**src/rtl/seg_fade_decoder.sv**
```systemverilog
// Receive-side monitor for the 7-segment fading chaser: measures per-segment PWM duty per frame and
// recovers chaser head position and step direction. Define SEG_ACTIVE_LOW_EN for common-anode lines.
module seg_fade_decoder #(
  parameter int PWM_BITS = 5,
  parameter int SLOT_DIV = 64,
  parameter int HI_THR   = 28
) (
  input  logic                clk,
  input  logic                reset,
  input  logic [6:0]          seg_in,
  input  logic [2:0]          level_sel,
  output logic [PWM_BITS-1:0] level_out,
  output logic                frame_stb,
  output logic                head_stb,
  output logic [2:0]          head_pos,
  output logic                dir_valid,
  output logic                dir_up
);

  localparam int                PW        = (SLOT_DIV > 1) ? $clog2(SLOT_DIV) : 1;
  localparam logic [PW-1:0]     PRE_LAST  = PW'(SLOT_DIV - 1);
  localparam logic [PWM_BITS-1:0] SLOT_LAST = {PWM_BITS{1'b1}};
  localparam logic [PWM_BITS-1:0] THR       = PWM_BITS'(HI_THR);

  logic [6:0]                     sync1_r, sync2_r, seg_s;
  logic [PW-1:0]                  presc_r;
  logic [PWM_BITS-1:0]            slot_r;
  logic                           wrap_s, done_r;
  logic [6:0][PWM_BITS:0]         cnt_r;
  logic [6:0][PWM_BITS-1:0]       level_r, prev_r;
  logic [6:0]                     newly_s;
  logic [2:0]                     head_seg_s;
  logic                           multi_s;

  // Figure-8 chaser: segment lit in each state (segment 6 appears at states 2 and 6).
  function automatic logic [2:0] seg_of_state(input logic [2:0] k);
    case (k)
      3'd0:    seg_of_state = 3'd0;
      3'd1:    seg_of_state = 3'd1;
      3'd2:    seg_of_state = 3'd6;
      3'd3:    seg_of_state = 3'd4;
      3'd4:    seg_of_state = 3'd3;
      3'd5:    seg_of_state = 3'd2;
      3'd6:    seg_of_state = 3'd6;
      default: seg_of_state = 3'd5;
    endcase
  endfunction

  function automatic logic [2:0] state_of_seg(input logic [2:0] s);
    case (s)
      3'd0:    state_of_seg = 3'd0;
      3'd1:    state_of_seg = 3'd1;
      3'd2:    state_of_seg = 3'd5;
      3'd3:    state_of_seg = 3'd4;
      3'd4:    state_of_seg = 3'd3;
      3'd5:    state_of_seg = 3'd7;
      3'd6:    state_of_seg = 3'd2;
      default: state_of_seg = 3'd0;
    endcase
  endfunction

  function automatic logic [PWM_BITS-1:0] sat_level(input logic [PWM_BITS:0] c);
    if (c[PWM_BITS]) sat_level = {PWM_BITS{1'b1}};
    else             sat_level = c[PWM_BITS-1:0];
  endfunction

  // Two-flop synchronizer for the asynchronous segment lines.
  always_ff @(posedge clk) begin
    if (reset) begin
      sync1_r <= 7'd0;
      sync2_r <= 7'd0;
    end else begin
      sync1_r <= seg_in;
      sync2_r <= sync1_r;
    end
  end

  // Polarity adjust: "on" is always 1 downstream.
  always_comb begin
`ifdef SEG_ACTIVE_LOW_EN
    seg_s = ~sync2_r;
`else
    seg_s = sync2_r;
`endif
  end

  assign wrap_s = (presc_r == PRE_LAST);

  // Slot timing: prescaler, slot counter and end-of-frame flag.
  always_ff @(posedge clk) begin
    if (reset) begin
      presc_r <= '0;
      slot_r  <= '0;
      done_r  <= 1'b0;
    end else begin
      presc_r <= wrap_s ? '0 : presc_r + PW'(1);
      slot_r  <= wrap_s ? slot_r + PWM_BITS'(1) : slot_r;
      done_r  <= wrap_s && (slot_r == SLOT_LAST);
    end
  end

  // Duty accumulation and per-frame level capture; a slot-0 sample may coincide with the capture.
  always_ff @(posedge clk) begin
    if (reset) begin
      cnt_r     <= '0;
      level_r   <= '0;
      prev_r    <= '0;
      frame_stb <= 1'b0;
    end else begin
      frame_stb <= done_r;
      for (int i = 0; i < 7; i++) begin
        if (done_r) begin
          level_r[i] <= sat_level(cnt_r[i]);
          prev_r[i]  <= level_r[i];
          cnt_r[i]   <= wrap_s ? {{PWM_BITS{1'b0}}, seg_s[i]} : '0;
        end else if (wrap_s) begin
          cnt_r[i]   <= cnt_r[i] + {{PWM_BITS{1'b0}}, seg_s[i]};
        end else begin
          cnt_r[i]   <= cnt_r[i];
        end
      end
    end
  end

  // Rising-edge detection across the threshold; lowest newly lit segment is the head.
  always_comb begin
    newly_s    = 7'd0;
    head_seg_s = 3'd0;
    for (int i = 0; i < 7; i++) begin
      newly_s[i] = (level_r[i] >= THR) && (prev_r[i] < THR);
    end
    for (int i = 6; i >= 0; i--) begin
      head_seg_s = newly_s[i] ? 3'(i) : head_seg_s;
    end
    multi_s = |(newly_s & (newly_s - 7'd1));
  end

  // Position tracker: +1 step preferred over -1, anything else resynchronises.
  always_ff @(posedge clk) begin
    if (reset) begin
      head_stb  <= 1'b0;
      head_pos  <= 3'd0;
      dir_valid <= 1'b0;
      dir_up    <= 1'b0;
    end else if (frame_stb && (|newly_s)) begin
      head_stb <= 1'b1;
      if (!multi_s && (seg_of_state(head_pos + 3'd1) == head_seg_s)) begin
        head_pos  <= head_pos + 3'd1;
        dir_valid <= 1'b1;
        dir_up    <= 1'b1;
      end else if (!multi_s && (seg_of_state(head_pos - 3'd1) == head_seg_s)) begin
        head_pos  <= head_pos - 3'd1;
        dir_valid <= 1'b1;
        dir_up    <= 1'b0;
      end else begin
        head_pos  <= state_of_seg(head_seg_s);
        dir_valid <= 1'b0;
        dir_up    <= dir_up;
      end
    end else begin
      head_stb <= 1'b0;
    end
  end

  // Selected-level readout; selector value 7 reads as zero.
  always_ff @(posedge clk) begin
    if (reset) begin
      level_out <= '0;
    end else begin
      level_out <= (level_sel == 3'd7) ? '0 : level_r[level_sel];
    end
  end

endmodule
```
**config.mk**
```make
export PLATFORM = sky130hd
export DESIGN_NAME = seg_fade_decoder
export DESIGN_NICKNAME = d
export VERILOG_FILES = /design/src/rtl/seg_fade_decoder.sv
export SDC_FILE = /design/constraint.sdc
export NUM_CORES = 1
export LEC_CHECK = 0
export ABC_AREA = 1
export CAP_MARGIN = 20
export CELL_PAD_IN_SITES_DETAIL_PLACEMENT = 2
export CELL_PAD_IN_SITES_GLOBAL_PLACEMENT = 2
export CORE_ASPECT_RATIO = 0.6
export CORE_MARGIN = 5
export CORE_UTILIZATION = 36
export DETAILED_ROUTE_END_ITERATION = 8
export HOLD_SLACK_MARGIN = 0.03
export PLACE_DENSITY_LB_ADDON = 0.1
export SKIP_LAST_GASP = 1
export SYNTH_ARGS = -nofsm -noshare
export SYNTH_HDL_FRONTEND = slang
export SYNTH_SLANG_ARGS = --single-unit
```
**constraint.sdc**
```tcl
create_clock -name clk -period 2.05 [get_ports clk]
set_input_delay 0.5125 -clock clk [delete_from_list [all_inputs] [get_ports clk]]
set_output_delay 0.5125 -clock clk [all_outputs]
set_load 0.02 [all_outputs]
```
==> reports/results.tsv <==
stage	metric	value	unit
final_layout	diodes	0	
drt	viasPerCell	5.13	
final_layout	drive_gt1_share	13.1	%
timing	period_share	99.5	%
timing	fin_crit	2.04	ns
timing	fin_skew	0.0135	ns
synth	synth_common_cells	142 x nand2_1, 140 x o21ai_0, 136 x dfxtp_1	
placed_design	io_buffers	23	
power	pwr-share-comb	3.3	%
synth	synth_top_family_by_area	simple AND/OR/NAND/NOR gates	
timing	setup_viol_count_final	0	
final_layout	final_area	7320	µm²
synth	synthTopCellsByArea	dfxtp_1 45%, o21ai_0 12%, nand2_1 8.8%	
floorplanning	rows	36	
synth	synth_area	6070	µm²
setup_path	r2r_slack	0.14	ns
global_route	top_usage_layer	met2	
power	p_sw_share	24.2	%
power	p_int	0.00442	W
synth	postSynth.asyncResetShare	0	%
synth	synth.area.mux_share	0	%
flow_run	maxCapViolations	0	
drt	dr.pass1.iters	5	
clocking	ctsHoldBuffers	0	
floorplanning	core_area	16400	µm²
global_route	grt_pass1_wl	33.5	mm
setup_path	slowest_stage	clkdlybuf4s50_1	
placed_design	place_area	6680	µm²
drt	drc	0	
power	ir_worst_vdd	0.513	mV
setup_path	crit_buf_inv	1	
global_route	use_met2	35.3	%
final_layout	fillers	1887	
global_route	grt_pass1_vias	6255	
setup_path	critical-path-top-delay-family	buffers and inverters	
global_route	grt_max_degree	43	
clocking	numCtsBuffers	17	
synth	synth_xor_area_share	0.144	%
setup_path	rr_worst_depth	11	
floorplanning	io_pins	24	
drt	drt_first_iter_violations	169	
placed_design	dp_cells	1059	
timing	hold_ws	0.409	ns
clocking	cts.sink_count	136	
global_route	antenna_found_initial	0	
synth	post-synth-top-count-cell	nand2_1	
timing	worst_slew_pin_slew	0.449	ns
drt	wire_per_inst	18.7	µm
clocking	cts_root_buf	clkbuf_16	
synth	yosys.area.top_type_share	44.9	%
timing	slew_viol_final	0	
synth	ys_types	41	
synth	synth_edf_count	0	
drt	vias	5618	
timing	fmax	490	MHz
drt	wl	20.5	mm
synth	synth_flop_cell	dfxtp_1	
synth	synth-compound-area-share	18.0	%
synth	synth-simple-area-share	23.3	%
placed_design	dp_hpwl	15.2	mm
power	p_switching	0.00141	W
setup_path	critPathLaunchType	register	
final_layout	areaGrowthSynthToFinish	20.6	%
global_route	track_usage	21.6	%
floorplanning	fp.dieArea	19600	µm²
setup_path	cp_max_fo	5	
final_layout	fin_util	44.6	%
hold_path	min_path_type	register to register	
setup_path	path_cells	clkdlybuf4s50_1	
clocking	htreeDepth	4	
floorplanning	die_h	111	µm
power	p_total	0.00582	W
power	leakagePower	2.91	nW
synth	ys_seq_area_share	44.9	%
global_route	met3_usage	4.17	%
power	pwr-share-seq	45.9	%
clocking	clkSlewWorstSetupHoldPaths	0.06	ns
global_route	met1_usage	29.5	%
setup_path	cp.arrival	1.53	ns
synth	yosys.area.top_type	dfxtp_1	
synth	syn-num-nets	851	
run_status	outcome	finished clean	
synth	yosysWarnings	0	
clocking	clk_latency	0.43	ns
floorplanning	start_util	37.0	%
timing	hold_violations	0	
synth	synth_area_per_cell	7.43	µm²
setup_path	cp-end-kind	output port	
setup_path	worst-path-stages	1	
global_route	grt_overflow	0	
setup_path	cp-startpoint	head_pos[2]	
synth	synth_seq_cells	136	
power	cellPowerDensity	796	nW/µm²
final_layout	regArea	2730	µm²
clocking	cts_tree	built	
setup_path	critPathKind	register to output port	
drt	drtAntennaViolNets	0	
final_layout	finalNetCount	889	
timing	rsz0062_at_grt	yes	
synth	synth-adder-area-share	4.74	%
final_layout	fin_cells	1095	
placed_design	finalWeightedCongestion	0.800	
final_layout	multi_input_area	2850	µm²
floorplanning	die_width	178	µm
setup_path	max_stage_delay	0.66	ns
setup_path	worstReg2RegStart	prev_r[33]	
setup_path	worstReg2RegEnd	dir_up	
setup_path	cp_data_required_time	1.54	ns
power	clkPwrFrac	50.7	%
timing	slew_headroom	70.1	%
synth	syn_inst	816	
clocking	clockBufferDepth	2	
setup_path	endpoint	head_pos[2]	
[per-stage QoR]
stage,setup WS (ns),setup TNS (ns)
after global placement,-0.603,-27.15
after global routing,-0.0515,-0.173
after CTS,0.0252,0
after floorplan,0.0706,0
final,0.0100,0
after detailed placement,-0.325,-11.80
[power by group through the flow]
stage / Clock (W) / Sequential [W] / Combinational [W]
after floorplan: 0 / 0.00274 / 0.0000916
after global placement: 0 / 0.00273 / 0.000186
after detailed placement: 0 / 0.00274 / 0.000195
after CTS: 0.00302 / 0.00268 / 0.000197
after global routing: 0.00313 / 0.00268 / 0.000214
final: 0.00295 / 0.00267 / 0.000195
[layout by cell type (no fill, tap or decap), drive strengths merged]
cell	synthesis	final
o31ai	1	1
dfxtp	136	136
clkbuf	20	19
a31oi	6	6
a21oi	48	48
dlygate4sd2	0	1
inv	112	116
clkinvlp	0	5
or2	2	2
o211ai	1	1
bufinv	0	1
a21o	1	1
nand3	38	38
or3	1	1
dlymetal6s2s	0	1
o21a	4	4
nand4	4	4
clkdlybuf4s50	0	21
nor3	16	16
nor4	3	3
nor3b	2	2
xor2	1	1
ha	23	23
o21ai	142	142
clkinv	1	4
o22ai	5	5
and3	2	2
nor2	80	80
nand3b	1	1
nand2	158	158
buf	8	24
[per-layer routing]
| layer | wire (µm) | vias up | share of wire [%] |
|---|---|---|---|
| met5 | 0 | - | 0 |
| met4 | 173 | 0 | 0.84 |
| met3 | 541 | 13 | 2.6 |
| met2 | 9560 | 58 | 47 |
| met1 | 10200 | 2808 | 50 |
| li1 | - | 2739 | - |
[cells by family (layout without fill, tap and decap cells)]
group | Yosys count | count (layout)
fa+ha+maj | 23 | 23
compound gates | 208 | 208
xor+xnor | 1 | 1
buf+inv | 141 | 192
simple gates | 307 | 307
flops | 136 | 136
[what timing repair did]
| item | in CTS | in global routing |
|---|---|---|
| endpoints found under the hold margin | 0 | 0 |
| resized for setup | 5 | 15 |
| pin swaps | 0 | 5 |
| buffers inserted | 0 | 4 |
| endpoints found under the setup margin | 5 | 9 |
[worst min-delay path by stage]
| stage | start | end | slack, ns | cells after the start |
|---|---|---|---|---|
| 6_report | sync1_r[0] | seg_s[0] | 0.41 | 2 |
| 2_1_floorplan | sync1_r[0] | seg_s[0] | 0.39 | 2 |
| 3_5_place_dp | sync1_r[1] | seg_s[1] | 0.40 | 2 |
| 5_1_grt | sync1_r[0] | seg_s[0] | 0.43 | 2 |
| 3_3_place_gp | sync1_r[6] | seg_s[6] | 0.39 | 2 |
| 4_1_cts | sync1_r[0] | seg_s[0] | 0.41 | 2 |
[layout make-up]
class / instances / share of cell area [%]
clock buffers: 19 / 5.92
clock inverters: 13 / 1.66
inverters: 113 / 5.80
multi-input cells: 539 / 39.0
flip-flops and latches: 136 / 37.3
well taps: 228 / 3.90
repair buffers: 47 / 6.46
[state kept, by name, summed over array words and instances, names as in the netlist]
| name | cells |
|---|---|
| frame_stb | 1 |
| seg_s | 7 |
| head_stb | 1 |
| dir_up | 1 |
| level_out | 5 |
| head_pos | 3 |
| presc_r | 6 |
| dir_valid | 1 |
| level_r | 35 |
| prev_r | 21 |
| slot_r | 5 |
| sync1_r | 7 |
| cnt_r | 42 |
| done_r | 1 |
[worst min-delay path, cell delays in order, from the launching register on]
cell and delay, ns:
dfxtp_1 0.30, inv_1 0.04, nor2_1 0.03
Power figures use the tool's default switching activity.
